<file path="src/rtl/connect4_pkg.sv">
// Shared constants and types for the Connect-4 player-2 SPI move receiver.
package connect4_pkg;

  localparam int          SPI_FRAME_W      = 8;
  localparam logic [2:0]  SPI_HEADER       = 3'b101;
  localparam int          NUM_COLS_DEFAULT = 7;

  typedef enum logic [1:0] {
    IDLE,
    SHIFT,
    CHECK
  } rx_state_t;

  // True when the frame holds an odd number of ones.
  function automatic logic parity_odd(input logic [SPI_FRAME_W-1:0] frame);
    return ^frame;
  endfunction

endpackage

</file>
<file path="src/rtl/bit_synchronizer.sv">
// Parameterised-depth flop chain bringing one asynchronous bit into the clk domain.
module bit_synchronizer #(
  parameter int   STAGES    = 2,
  parameter logic RESET_VAL = 1'b0
) (
  input  logic clk,
  input  logic rst_n,
  input  logic d,
  output logic q
);

  logic [STAGES-1:0] chain;

  // NOTE: sequential state always uses non-blocking assignments so every flop
  // samples the pre-edge value of its neighbour.
  always_ff @(posedge clk or negedge rst_n) begin
    if (!rst_n) chain <= {STAGES{RESET_VAL}};
    else        chain <= {chain[STAGES-2:0], d};
  end

  assign q = chain[STAGES-1];

endmodule

</file>
<file path="src/rtl/spi_move_receiver.sv">
// SPI mode-0 slave receiving one 8-bit move frame per CS window for player 2.
// Optional parity check is enabled by defining SPI_PARITY_EN.
module spi_move_receiver
  import connect4_pkg::*;
#(
  parameter int SYNC_STAGES = 2,
  parameter int NUM_COLS    = NUM_COLS_DEFAULT
) (
  input  logic       clk,
  input  logic       rst,
  input  logic       spi_clk,
  input  logic       spi_mosi,
  input  logic       spi_cs,
  input  logic       enable,
  input  logic       clear,
  output logic [2:0] selected_col,
  output logic       valid_move,
  output logic       frame_error,
  output logic       busy
);

  localparam logic [3:0] CNT_FULL   = 4'(SPI_FRAME_W);
  localparam logic [3:0] CNT_SAT    = 4'(SPI_FRAME_W + 1);
  localparam logic [3:0] COLS_LIMIT = 4'(NUM_COLS);
  localparam logic [1:0] SETTLE     = 2'(SYNC_STAGES);

  logic cs_s, sclk_s, mosi_s;

  bit_synchronizer #(.STAGES(SYNC_STAGES), .RESET_VAL(1'b1)) u_sync_cs (
    .clk(clk), .rst_n(rst), .d(spi_cs), .q(cs_s)
  );
  bit_synchronizer #(.STAGES(SYNC_STAGES), .RESET_VAL(1'b0)) u_sync_clk (
    .clk(clk), .rst_n(rst), .d(spi_clk), .q(sclk_s)
  );
  bit_synchronizer #(.STAGES(SYNC_STAGES), .RESET_VAL(1'b0)) u_sync_mosi (
    .clk(clk), .rst_n(rst), .d(spi_mosi), .q(mosi_s)
  );

  logic       cs_d, sclk_d, mosi_d;
  logic       cs_fall_q, cs_rise_q, sclk_rise_q;
  logic [1:0] settle_cnt;
  logic       armed;

  // CS edges are ignored until the chain has flushed its reset value and CS
  // has really been seen high, so a reset released mid-frame cannot start one.
  always_ff @(posedge clk or negedge rst) begin
    if (!rst) begin
      cs_d        <= 1'b1;
      sclk_d      <= 1'b0;
      mosi_d      <= 1'b0;
      cs_fall_q   <= 1'b0;
      cs_rise_q   <= 1'b0;
      sclk_rise_q <= 1'b0;
      settle_cnt  <= '0;
      armed       <= 1'b0;
    end else begin
      cs_d        <= cs_s;
      sclk_d      <= sclk_s;
      mosi_d      <= mosi_s;
      cs_fall_q   <= armed &  cs_d & ~cs_s;
      cs_rise_q   <= armed & ~cs_d &  cs_s;
      sclk_rise_q <= ~sclk_d & sclk_s;
      if (settle_cnt != SETTLE) settle_cnt <= settle_cnt + 2'd1;
      else if (cs_s)            armed      <= 1'b1;
    end
  end

  rx_state_t              state;
  logic [SPI_FRAME_W-1:0] shreg;
  logic [3:0]             bit_cnt;
  logic                   start_pending;
  logic                   parity_ok;
  logic                   frame_ok;

`ifdef SPI_PARITY_EN
  assign parity_ok = parity_odd(shreg);
`else
  assign parity_ok = 1'b1;
`endif

  assign frame_ok = (bit_cnt == CNT_FULL) && (shreg[7:5] == SPI_HEADER) &&
                    !shreg[1] && ({1'b0, shreg[4:2]} < COLS_LIMIT) && parity_ok;

  assign busy = (state != IDLE);

  // NOTE: the shift register is ordinary control state, not a memory array,
  // so it takes the async reset like everything else.
  always_ff @(posedge clk or negedge rst) begin
    if (!rst) begin
      state         <= IDLE;
      shreg         <= '0;
      bit_cnt       <= '0;
      start_pending <= 1'b0;
      selected_col  <= '0;
      valid_move    <= 1'b0;
      frame_error   <= 1'b0;
    end else begin
      valid_move  <= 1'b0;
      frame_error <= 1'b0;
      if (clear) begin
        state         <= IDLE;
        shreg         <= '0;
        bit_cnt       <= '0;
        start_pending <= 1'b0;
      end else begin
        unique case (state)
          IDLE: begin
            if (cs_fall_q || start_pending) begin
              shreg         <= '0;
              bit_cnt       <= '0;
              start_pending <= 1'b0;
              state         <= SHIFT;
            end
          end
          SHIFT: begin
            if (sclk_rise_q) begin
              shreg <= {shreg[SPI_FRAME_W-2:0], mosi_d};
              if (bit_cnt != CNT_SAT) bit_cnt <= bit_cnt + 4'd1;
            end
            if (cs_rise_q) state <= CHECK;
          end
          CHECK: begin
            // A well-formed frame while disabled is dropped without any pulse.
            if (frame_ok && enable) begin
              selected_col <= shreg[4:2];
              valid_move   <= 1'b1;
            end else if (!frame_ok) begin
              frame_error <= 1'b1;
            end
            start_pending <= cs_fall_q;
            state         <= IDLE;
          end
          default: state <= IDLE;
        endcase
      end
    end
  end

endmodule

</file>
<file path="config.mk">
export PLATFORM = sky130hd
export DESIGN_NAME = spi_move_receiver
export DESIGN_NICKNAME = d
export VERILOG_FILES = /design/src/rtl/connect4_pkg.sv /design/src/rtl/bit_synchronizer.sv /design/src/rtl/spi_move_receiver.sv
export SDC_FILE = /design/constraint.sdc
export NUM_CORES = 1
export LEC_CHECK = 0
export ABC_AREA = 1
export CAP_MARGIN = 20
export CORE_MARGIN = 2
export CORE_UTILIZATION = 55
export CTS_CLUSTER_SIZE = 20
export DETAILED_ROUTE_END_ITERATION = 12
export PLACE_DENSITY = 0.78
export SKIP_CTS_REPAIR_TIMING = 1
export SYNTH_ARGS = -nofsm -noshare
export SYNTH_HDL_FRONTEND = slang
export SYNTH_SLANG_ARGS = --single-unit
</file>
<file path="constraint.sdc">
create_clock -name clk -period 1.7 [get_ports clk]
set_clock_uncertainty 0.15 [all_clocks]
set_input_delay 0.34 -clock clk [delete_from_list [all_inputs] [get_ports clk]]
set_output_delay 0.34 -clock clk [all_outputs]
set_load 0.02 [all_outputs]
</file>
==> results of run 1 <==
==> kinds of logic after synthesis <==
logic type / after synthesis / share of synthesized area
and+or+nand+nor: 85 / 0.261
adders and majority gates: 4 / 0.0337
xor gates and xnor gates: 1 / 0.00589
AOI/OAI and AO/OA: 11 / 0.0598
buffers and inverters: 17 / 0.0480
DFF: 35 / 0.592
==> worst max path at each step <==
stage	endpoint	cells past startpoint
4_1_cts	busy	3
2_1_floorplan	selected_col[0]$_DFFE_PN0P_	7
3_3_place_gp	bit_cnt[3]$_DFFE_PN0P_	7
6_report	busy	3
5_1_grt	busy	3
3_5_place_dp	bit_cnt[3]$_DFFE_PN0P_	7
==> synth_stat cells (all sizes together) <==
| library cell | instances |
|---|---|
| a21o | 1 |
| inv | 16 |
| or2 | 1 |
| ha | 4 |
| nor2 | 16 |
| dfrtp | 32 |
| nand3 | 11 |
| nand2 | 51 |
| and2 | 1 |
| o21ai | 9 |
| buf | 1 |
| xnor2 | 1 |
| dfstp | 3 |
| nand4 | 5 |
| o22ai | 1 |
==> stage by stage <==
stage / utilization / area [sq um]
2_1_floorplan: - / 1490
3_3_place_gp: 0.681 / 1720
3_5_place_dp: 0.681 / 1720
4_1_cts: 0.702 / 1770
5_1_grt: 0.709 / 1790
6_report: 0.709 / 1790
==> registers in the layout, indices dropped and copies added, names as in the netlist, 2 cells and up <==
| signal | flops |
|---|---|
| bit_cnt | 4 |
| selected_col | 3 |
| settle_cnt | 2 |
| shreg | 8 |
| state | 2 |
| u_sync_clk.chain | 2 |
| u_sync_cs.chain | 2 |
| u_sync_mosi.chain | 2 |
==> worst max-delay path: cells and delay by family (launching register included) <==
family	cells	cell delay [ns]
simple gates	1	0.13
flops	1	0.42
buf+inv	2	0.25
==> layer usage <==
| metal | global-route usage | share of wire | wire length (um) | vias to the layer above |
|---|---|---|---|---|
| met5 | 0 | 0 | 0 | - |
| met1 | 0.224 | 0.44 | 1080 | 498 |
| met4 | 0.122 | 0.030 | 74 | 0 |
| li1 | - | - | - | 535 |
| met2 | 0.301 | 0.49 | 1200 | 23 |
| met3 | 0.0581 | 0.046 | 113 | 9 |
==> area by class of cell <==
cell class                 instances  share of cell area
clock buffer                       6              0.0231
clock inverter                     2             0.00699
inverter                          16              0.0336
multi-input combinational        101               0.301
sequential                        35               0.492
tap                               30              0.0210
timing repair buffer              20               0.123
==> power breakdown <==
part | switching (mW) | total [mW] | leakage (nW) | internal (mW)
Combinational | 0.126 | 0.213 | 0.500 | 0.0870
Clock | 0.269 | 0.428 | 0.0282 | 0.159
Sequential | 0.0217 | 0.885 | 0.449 | 0.863
==> flow_metrics.py, run 1 <==
metrics = {
    "sta": {
        "slew_headroom": 0.837,
        "finalCritPeriodShare": 0.951,
        "tightest_slew_ns": 0.245,
        "holdWs_ns": 0.211,
        "final.setup.worst_slack_ns": 0.0841,
        "finalSetupViolCount": 0,
        "slew_violations": 0,
        "rsz0062_at_grt": "false",
        "hold_viol_final": 0,
        "finalSetupTns_ns": 0,
        "max_freq_mhz": 619,
        "final.min_clock_period_ns": 1.62,
    },
    "detailed_routing": {
        "dr.pass1.iters": 4,
        "ant_nets": 0,
        "routedWlPerCell_um": 11.7,
        "drc": 0,
        "via_count": 1065,
        "routed_via_density": 5.07,
        "drt_iter0_markers": 18,
        "drt-total-wl_mm": 2.46,
    },
    "global_routing": {
        "grt_max_degree": 36,
        "grt_pass1_vias": 1109,
        "grtUsageTotal": 0.190,
        "antenna_found_initial": 0,
        "grt_first_pass_wirelength_mm": 4.54,
        "gr-total-overflow": 0,
    },
    "cts": {
        "tritoncts": "built",
        "cts_root_buf": "clkbuf_4",
        "clkLatencyLatePin_ns": 0.33,
        "path_clk_slew_ns": 0.10,
        "cts-buffers-inserted": 5,
        "htree_num_levels": 2,
        "clock_path_buffers": 2,
        "cts_num_sinks": 35,
    },
    "die": {
        "dieArea_sq_um": 3130,
        "core_area_sq_um": 2520,
        "start_util": 0.589,
        "die_y_um": 56.0,
        "rows": 18,
        "ios": 13,
        "die_x_um": 56.0,
    },
    "logic_synthesis": {
        "synth_warnings": 0,
        "ys_seq_area_frac": 0.592,
        "ys_types": 21,
        "synthTopCellsByArea": "dfrtp_1, nand2_1, dfstp_2",
        "synth_top_area_cell": "dfrtp_1",
        "ys_seq_elements": 35,
        "syn_nets": 164,
        "synth_cells": 153,
        "netlist.area_leader.share": 0.539,
        "avgSynthCellArea_sq_um": 9.72,
        "syn_area_sq_um": 1490,
    },
    "min_path": {
        "hold_path_depth": 0,
        "min_from": "u_sync_clk.chain[0]$_DFF_PN0_",
        "min_to": "u_sync_clk.chain[1]$_DFF_PN0_",
        "hold_class": "reg -> reg",
    },
    "final_layout": {
        "regArea_sq_um": 880,
        "final_cell_mix": "nand2_1, dfrtp_1, inv_1",
        "area_growth_pct": 20.4,
        "diodes": 0,
        "layout-drive-gt1-share": 0.206,
        "multiInputGateArea_sq_um": 538,
        "finalNonFillerCells": 210,
        "finalNetCount": 190,
        "final_common_cell": "nand2_1",
        "fillers": 198,
    },
    "power_and_ir_drop": {
        "fin_total_pwr_mw": 1.53,
        "pwr_density_cell_nw_per_um2": 853,
        "p_leak_nw": 0.977,
        "ir_worst_vdd_mv": 0.735,
    },
    "placement": {
        "port-buffer-count": 12,
        "dp_cells": 202,
        "place_congestion": 0.840,
        "dp_hpwl_mm": 1.80,
        "place_ws_ns": -0.0430,
    },
    "setup_path": {
        "critPathLaunchType": "flip-flop",
        "crit_fanout": 3,
        "cp_slowest_stage_delay_ns": 0.42,
        "cp_cell_sequence": "nor2_2 > inv_2 > dlymetal6s2s_1",
        "critPathKind": "reg -> out",
        "r2r_slack_ns": 0.22,
        "r2r-start": "state[1]$_DFFE_PN0P_",
        "worst-endpoint-arrival_ns": 1.13,
        "reg2reg_depth": 8,
        "crit_start": "state[1]$_DFFE_PN0P_",
        "cp_data_required_time_ns": 1.21,
        "timing.rr.end": "bit_cnt[3]$_DFFE_PN0P_",
        "cp_slowest_cell": "dfrtp_1",
        "setup.worst_path.end_class": "output pin",
    },
    "flow_run": {
        "maxCapViolCount": 0,
    },
    "status": {
        "outcome": "finished, final reports clean",
    },
}
No activity file was read; power rests on OpenSTA's default activity.
==> run 2, diff against run 1 <==
--- a/config.mk
+++ b/config.mk
@@ -8,10 +8,10 @@
 export ABC_AREA = 1
 export CAP_MARGIN = 20
 export CORE_MARGIN = 2
-export CORE_UTILIZATION = 55
+export CORE_UTILIZATION = 50
 export CTS_CLUSTER_SIZE = 20
 export DETAILED_ROUTE_END_ITERATION = 12
-export PLACE_DENSITY = 0.78
+export PLACE_DENSITY = 0.77
 export SKIP_CTS_REPAIR_TIMING = 1
 export SYNTH_ARGS = -nofsm -noshare
 export SYNTH_HDL_FRONTEND = slang
==> constraint.sdc (replaced) <==
create_clock -name clk -period 1.62 [get_ports clk]
set_clock_uncertainty 0.15 [all_clocks]
set_input_delay 0.324 -clock clk [delete_from_list [all_inputs] [get_ports clk]]
set_output_delay 0.324 -clock clk [all_outputs]
set_load 0.02 [all_outputs]
==> flow_metrics.py, run 2 (same netlist as run 1, synthesis figures left out) <==
metrics = {
    "detailed_routing": {
        "via_count": 1068,
        "dr.pass1.iters": 4,
        "drt_iter0_markers": 23,
        "routed_via_density": 4.92,
        "drc": 0,
        "drt-total-wl_mm": 2.43,
        "ant_nets": 0,
        "routedWlPerCell_um": 11.2,
    },
    "sta": {
        "rsz0062_at_grt": "true",
        "hold_viol_final": 0,
        "finalCritPeriodShare": 0.951,
        "final.setup.worst_slack_ns": 0.0796,
        "tightest_slew_ns": 0.249,
        "max_freq_mhz": 649,
        "final.min_clock_period_ns": 1.54,
        "slew_headroom": 0.834,
        "slew_violations": 0,
        "finalSetupViolCount": 0,
    },
    "cts": {
        "cts_num_sinks": 35,
        "path_clk_slew_ns": 0.11,
        "cts_root_buf": "clkbuf_4",
        "cts-buffers-inserted": 5,
        "clkLatencyLatePin_ns": 0.33,
        "tritoncts": "built",
        "htree_num_levels": 2,
        "clock_path_buffers": 2,
    },
    "setup_path": {
        "cp_data_required_time_ns": 1.15,
        "timing.rr.end": "bit_cnt[3]$_DFFE_PN0P_",
        "critPathKind": "reg -> out",
        "cp_slowest_cell": "dfrtp_1",
        "setup.worst_path.end_class": "output pin",
        "cp_cell_sequence": "nor2_2 > inv_2 > clkbuf_2",
        "critPathBufInv": 2,
        "crit_fanout": 2,
        "cp_top_family": "flip-flops",
        "worst-endpoint-arrival_ns": 1.07,
        "cp_slowest_stage_delay_ns": 0.40,
        "r2r_slack_ns": 0.12,
        "critPathLaunchType": "flip-flop",
        "reg2reg_depth": 9,
        "r2r-start": "state[1]$_DFFE_PN0P_",
    },
    "die": {
        "die_y_um": 58.5,
        "dieArea_sq_um": 3430,
        "die_x_um": 58.5,
        "start_util": 0.534,
        "rows": 19,
        "core_area_sq_um": 2780,
        "ios": 13,
    },
    "global_routing": {
        "grt_first_pass_wirelength_mm": 4.17,
        "antenna_found_initial": 0,
        "grt_max_degree": 36,
        "grtUsageTotal": 0.165,
        "grt_pass1_vias": 1013,
        "gr-total-overflow": 0,
    },
    "final_layout": {
        "largest_reg_flops": 8,
        "diodes": 0,
        "fillers": 229,
        "finalInstanceArea_sq_um": 1860,
        "layout-drive-gt1-share": 0.258,
        "top_regs": "shreg (8), bit_cnt (4), selected_col (3)",
        "final_core_util": 0.669,
        "regMostFlops": "shreg",
        "area_growth_pct": 25.3,
        "final_common_cell": "nand2_1",
        "final_cell_mix": "nand2_1, dfrtp_1, inv_1",
        "finalNetCount": 196,
    },
    "power_and_ir_drop": {
        "ir_worst_vdd_mv": 0.808,
        "pwr_density_cell_nw_per_um2": 924,
        "p_leak_nw": 1.01,
    },
    "placement": {
        "place_ws_ns": -0.0481,
        "place_congestion": 0.835,
        "place_area_sq_um": 1780,
        "dp_hpwl_mm": 1.80,
        "port-buffer-count": 12,
    },
    "flow_run": {
        "maxCapViolCount": 0,
    },
    "status": {
        "outcome": "finished, final reports clean",
    },
    "min_path": {
        "hold_class": "in -> async",
    },
}
-- run 2: cell types whose count changed in the layout (fill, tap and decap cells not counted), sizes merged --
cell / previous run / this run
buf: 8 / 14
clkbuf: 6 / 9
clkinv: 1 / 0
clkinvlp: 1 / 0
dlymetal6s2s: 6 / 5
-- run 2: cell type report --
cell class | count | area (sq um) | share of cell area
clock buffer | 8 | 68.8 | 0.0370
timing repair buffer | 26 | 270 | 0.145
tap | 31 | 38.8 | 0.0208
inverter | 16 | 60.1 | 0.0323
sequential | 35 | 881 | 0.473
multi-input combinational | 101 | 543 | 0.292
-- run 2: per-layer routing --
metal / track usage / vias up / share of wire
li1: - / 547 / -
met1: 0.187 / 499 / 0.44
met2: 0.278 / 18 / 0.50
met3: 0.0725 / 4 / 0.051
met4: 0.0532 / 0 / 0.011
met5: 0 / - / 0
-- run 2: metrics by stage --
| step | hold slack (ns) | instances | TNS, ns | power (mW) |
|---|---|---|---|---|
| final | 0.181 | 217 | 0 | 1.72 |
| after floorplan | -0.122 | 153 | 0 | 1.07 |
| after global placement | 0.187 | 209 | -0.111 | 1.20 |
| after global routing | 0.181 | 217 | -0.0182 | 1.80 |
| after detailed placement | 0.190 | 209 | -0.311 | 1.21 |
| after CTS | 0.175 | 217 | -1.09 | 1.75 |
-- run 2: worst register-to-register path, stage by stage (launching register included) --
cell and delay, ns:
dfrtp_1 0.40, buf_4 0.14, inv_1 0.07, nand2_2 0.08, inv_2 0.08, nand2_1 0.10, nor2_2 0.18, nor2_4 0.07
nand2_1 0.08, nand2_1 0.05
-- run 2: worst max-delay path by stage --
stage | depth (start not counted) | startpoint | slack, ns | end
after floorplan | 7 | bit_cnt[0]$_DFFE_PN0P_ | 0.19 | selected_col[0]$_DFFE_PN0P_
after global placement | 7 | clear | -0.02 | bit_cnt[2]$_DFFE_PN0P_
after detailed placement | 7 | clear | -0.05 | bit_cnt[3]$_DFFE_PN0P_
after CTS | 3 | state[1]$_DFFE_PN0P_ | -0.36 | busy
after global routing | 9 | state[1]$_DFFE_PN0P_ | -0.02 | bit_cnt[3]$_DFFE_PN0P_
final | 3 | state[1]$_DFFE_PN0P_ | 0.08 | busy
-- run 2: where the power goes --
group | total [mW] | switching [mW] | internal, mW | leakage (nW)
sequential | 0.929 | 0.0229 | 0.906 | 0.447
clock | 0.530 | 0.274 | 0.255 | 0.0386
combinational | 0.262 | 0.142 | 0.120 | 0.521
total | 1.72 | 0.439 | 1.28 | 1.01
==> run 3, diff against run 2 <==
--- a/config.mk
+++ b/config.mk
@@ -11,7 +11,8 @@
 export CORE_UTILIZATION = 50
 export CTS_CLUSTER_SIZE = 20
 export DETAILED_ROUTE_END_ITERATION = 12
-export PLACE_DENSITY = 0.77
+export PLACE_DENSITY = 0.69
+export RECOVER_POWER = 100
 export SKIP_CTS_REPAIR_TIMING = 1
 export SYNTH_ARGS = -nofsm -noshare
 export SYNTH_HDL_FRONTEND = slang
==> flow_metrics.py, run 3 (same netlist as run 1, synthesis figures left out) <==
metrics = {
    "setup_path": {
        "critPathKind": "reg -> out",
        "crit_start": "state[0]$_DFFE_PN0P_",
        "setup.worst_path.end_class": "output pin",
        "cp_data_required_time_ns": 1.15,
        "critPathLaunchType": "flip-flop",
        "worst-endpoint-arrival_ns": 1.07,
        "crit_fanout": 2,
        "r2r-start": "bit_cnt[0]$_DFFE_PN0P_",
    },
    "placement": {
        "port-buffer-count": 12,
        "place_area_sq_um": 1730,
        "place_congestion": 0.731,
        "dp_hpwl_mm": 1.76,
    },
    "min_path": {
        "hold_class": "reg -> reg",
        "min_from": "u_sync_mosi.chain[1]$_DFF_PN0_",
    },
    "power_and_ir_drop": {
        "ir_worst_vdd_mv": 0.695,
        "pwr_density_cell_nw_per_um2": 920,
        "p_leak_nw": 0.862,
    },
    "final_layout": {
        "largest_reg_flops": 8,
        "regArea_sq_um": 880,
        "multiInputGateArea_sq_um": 534,
        "final_cell_mix": "nand2_1, dfrtp_1, inv_1",
        "diodes": 0,
        "final_common_cell": "nand2_1",
        "finalInstanceArea_sq_um": 1740,
        "fillers": 247,
        "finalNetCount": 193,
        "regMostFlops": "shreg",
        "area_growth_pct": 17.3,
        "layout-drive-gt1-share": 0.219,
        "top_regs": "shreg (8), bit_cnt (4), selected_col (3)",
    },
    "die": {
        "core_area_sq_um": 2780,
        "die_y_um": 58.5,
        "die_x_um": 58.5,
        "dieArea_sq_um": 3430,
        "rows": 19,
        "start_util": 0.534,
        "ios": 13,
    },
    "sta": {
        "rsz0062_at_grt": "false",
        "finalCritPeriodShare": 0.955,
        "finalSetupViolCount": 0,
        "holdWs_ns": 0.211,
        "slew_headroom": 0.457,
        "max_freq_mhz": 647,
        "tightest_slew_ns": 0.815,
        "hold_viol_final": 0,
        "slew_violations": 0,
        "final.min_clock_period_ns": 1.55,
    },
    "cts": {
        "cts_root_buf": "clkbuf_4",
        "clock_path_buffers": 2,
        "cts-buffers-inserted": 5,
        "cts_num_sinks": 35,
        "path_clk_slew_ns": 0.11,
        "clkLatencyLatePin_ns": 0.34,
        "tritoncts": "built",
        "htree_num_levels": 2,
    },
    "detailed_routing": {
        "routed_via_density": 4.97,
        "ant_nets": 0,
        "drt-total-wl_mm": 2.42,
        "dr.pass1.iters": 4,
        "routedWlPerCell_um": 11.3,
        "drc": 0,
        "via_count": 1064,
        "drt_iter0_markers": 44,
    },
    "global_routing": {
        "grtUsageTotal": 0.171,
        "grt_max_degree": 36,
        "grt_first_pass_wirelength_mm": 4.28,
        "gr-total-overflow": 0,
        "antenna_found_initial": 0,
        "grt_pass1_vias": 991,
    },
    "flow_run": {
        "maxCapViolCount": 0,
    },
    "status": {
        "outcome": "finished, final reports clean",
    },
}
run 3: power by group:
group	internal [mW]	total (mW)	switching, mW
sequential	0.905	0.927	0.0217
clock	0.167	0.460	0.292
combinational	0.0868	0.218	0.131
run 3: layout make-up:
class / count / share of cell area
Multi-Input combinational cell: 101 / 0.307
Clock buffer: 6 / 0.0237
Inverter: 16 / 0.0345
Clock inverter: 2 / 0.00718
Tap cell: 31 / 0.0223
Sequential cell: 35 / 0.505
Timing Repair Buffer: 23 / 0.101
run 3: worst paths after layout:
kind | end | slack (ns) | cells after the start
max | busy | 0.07 | 3
min | mosi_d$_DFF_PN0_ | 0.21 | 0
max reg2reg | frame_error$_DFF_PN0_ | 0.14 | 8
min reg2reg | mosi_d$_DFF_PN0_ | 0.21 | 0
max in group asynchronous | settle_cnt[1]$_DFFE_PN0P_ | 0.35 | 2
min in group asynchronous | state[0]$_DFFE_PN0P_ | 0.45 | 2
run 3: stage by stage:
stage | power [mW] | utilization | setup TNS (ns) | cells | worst slack (ns)
floorplan | 1.07 | - | 0 | 153 | 0.188
global placement | 1.17 | 0.623 | -0.127 | 205 | -0.0379
detailed placement | 1.18 | 0.623 | -0.607 | 205 | -0.0932
CTS | 1.63 | 0.643 | -1.20 | 213 | -0.389
global route | 1.69 | 0.627 | 0 | 214 | 0.00380
finish | 1.60 | 0.627 | 0 | 214 | 0.0733
run 3: metal layers:
metal / global-route usage / up-vias / share of wire / wire, um
li1: - / 543 / - / -
met1: 0.213 / 493 / 0.45 / 1090
met2: 0.273 / 26 / 0.49 / 1190
met3: 0.0725 / 2 / 0.052 / 126
met4: 0.0498 / 0 / 0.0033 / 8
met5: 0 / - / 0 / 0
run 3: worst max-delay path: stages (launching register included):
cell,delay [ns]
dfrtp_1,0.40
nor2_2,0.14
inv_2,0.05
clkbuf_2,0.15
==> RTL edit: new RTL, flow settings as in run 2 <==
Encoding of `rx_state_t`: now one-hot (3 bits for 3 states).
--- a/src/rtl/connect4_pkg.sv
+++ b/src/rtl/connect4_pkg.sv
@@ -6,8 +6,8 @@
   localparam int          NUM_COLS_DEFAULT = 7;
 
-  typedef enum logic [1:0] {
-    IDLE,
-    SHIFT,
-    CHECK
+  typedef enum logic [2:0] {
+    IDLE  = 3'b001,
+    SHIFT = 3'b010,
+    CHECK = 3'b100
   } rx_state_t;
 
Behaviour: no difference found for any inputs over 10 cycles, from zero or initial values and one cycle with rst low; not proved beyond that.
==> RTL edit against run 2 <==
- non-clock buffer count is 4 lower
- core utilization down 3.2 points
- cell area grew 3.6%
- wire length is 15% higher
- sequential share of layout area is 0.36 points lower
- area after synthesis increased by 6.2%
- worst setup slack worse by 0.017 ns
- sequential cell count is 1 higher
- global-route usage is 1.1 points higher
- via count grew 4.6%
- largest cell class unchanged
Power is not compared: it rests on default switching activity, and its combinational part moved more than twofold at a synthesized area within 25%.
==> RTL edit: results (changes against run 2) <==
[finish]
final-clk-cell-share = 0.03567  ; -0.001294
nNonClkBuffers = 22  ; -15%
nFillCells = 227  ; -0.87%
drive_gt1_frac = 0.2742  ; +0.01613
final.clkbuf_count = 8  ; unchanged
inv_count = 18  ; +2
share_of_cell_area_taken_by_multi_input_logic_gates = 0.3139  ; +0.02221
layout.cells.non_filler = 230  ; +6.0%
top_regs = shreg: 8 flops, bit_cnt: 4 flops
bufAreaShareNonClock = 0.1148  ; -0.03038
antenna_cells = 0  ; unchanged
nMultiInputCombCells = 102  ; +0.99%
area.share.sequential = 0.4695  ; -0.003597

[clock_network]
clock_sinks = 36  ; +2.9%
clk_latency_ns = 0.34
cts.htree.levels = 2  ; unchanged
clk_pin_slew_ns = 0.11  ; about the same

[global_routing]
grt_util_all_layers = 0.1759  ; +0.01131
largest_net_degree_at_the_start_of_global_routing = 37  ; +2.8%
via_count_of_the_first_global_routing_pass = 1041  ; +2.8%
grtUsageMet3 = 0.06061  ; -0.01192
global_route.usage.met2 = 0.2873  ; +0.009578
grt_first_pass_wirelength_microns = 4547  ; +8.9%
grt_antenna_before_repair = 0  ; unchanged
grt_use_met1 = 0.2056  ; +0.01850

[logic_synthesis]
netlist_instances = 156  ; +2.0%
async_sr_flop_fraction = 1.000  ; unchanged
yosys_warnings = 0  ; unchanged
synth.top_cells.by_area = dfrtp_1 (51%), nand2_1 (10%), dfstp_2 (6.7%), o21ai_2 (4.4%), ha_1 (3.2%)
synthDistinctLibCells = 27  ; +29%
synth_fp_nets = 167  ; +1.8%
dominant_synthesized_flop_cell = dfrtp_1
seq_area_frac_synth = 0.5737  ; -0.01806
post_synth_most_frequent_cells = nand2_1 (42), dfrtp_1 (32), nor2_1 (13), inv_1 (12), o21ai_2 (8)

[sta]
max_slew_margin = 0.8466  ; +0.01273

[critical_path]
cpPeakStageDelay_ns = 0.40  ; about the same
crit_family = flip-flops
worst_ep_arrival_time_ns = 1.08
critPathSlowestCell = dfrtp_1

[routing]
highest-signal-layer = met4
met1Wirelength_microns = 1147  ; +7.0%
route.detailed.wl_per_inst_microns = 12.09  ; +8.1%
drt_first_pass_iters = 4  ; unchanged
avgViaCountPerCell = 4.857  ; -1.3%
wl_met3_microns = 137  ; +10%
met2_length_microns = 1403  ; +17%
initialDrtViolationCount = 93  ; +300%

[place]
gp_congestion = 0.8238  ; -1.3%
post_detailed_placement_half_perimeter_wirelength_microns = 1823  ; +1.5%
place_inst = 218  ; +4.3%
place_ws_ns = -0.1963  ; -0.1483 ns
numPortBuffers = 12  ; unchanged

[power_and_ir_drop]
power.clock.total_mw = 0.543

[outcome]
run_status = finished, final reports clean

RTL edit: changes by cell type after synthesis, moves of 2 or more:
| cell | run 2 | this run |
|---|---|---|
| nand2_1 | 48 | 42 |
| inv_2 | 2 | 5 |
| nand2_2 | 2 | 5 |
| nand3_1 | 9 | 4 |
| inv_1 | 14 | 12 |
| o21bai_1 | 0 | 4 |
RTL edit: kinds of logic after synthesis:
family / synth area share
compound gates: 0.07925
buf+inv: 0.05705
flops: 0.5737
fa+ha+maj: 0.03170
xor+xnor: 0.01664
simple gates: 0.2417
RTL edit: worst reg2reg max path, cell delays in order, from the launching register on:
cell and delay, ns:
dfrtp_1 0.40, nor2_2 0.15, nand2_4 0.06, buf_4 0.15
nand3_2 0.15, nand2_2 0.14, o21bai_1 0.16, nand2_1 0.06
RTL edit: through the flow:
stage	hold slack, ns	instance area (sq um)	total power, mW
after floorplan	-0.1216	1579	1.408
after global placement	0.1855	1799	1.514
after detailed placement	0.1887	1799	1.538
after CTS	0.1962	1868	2.084
after global routing	0.1849	1929	2.259
final	0.1840	1929	2.132
RTL edit: path summary, 6_finish.rpt:
path                                                     start                            to  slack, ns  depth (start not counted)
min in group clk                u_sync_mosi.chain[1]$_DFF_PN0_              mosi_d$_DFF_PN0_       0.21                          0
max in group asynchronous                                  rst  u_sync_cs.chain[1]$_DFF_PN1_       0.87                          2
worst max register to register            state[1]$_DFFE_PN0P_        bit_cnt[1]$_DFFE_PN0P_       0.09                          7
worst min-delay path                                       rst        bit_cnt[2]$_DFFE_PN0P_       0.18                          2
worst min register to register  u_sync_mosi.chain[1]$_DFF_PN0_              mosi_d$_DFF_PN0_       0.21                          0
worst max-delay path                      state[1]$_DFFE_PN0P_                          busy       0.06                          3
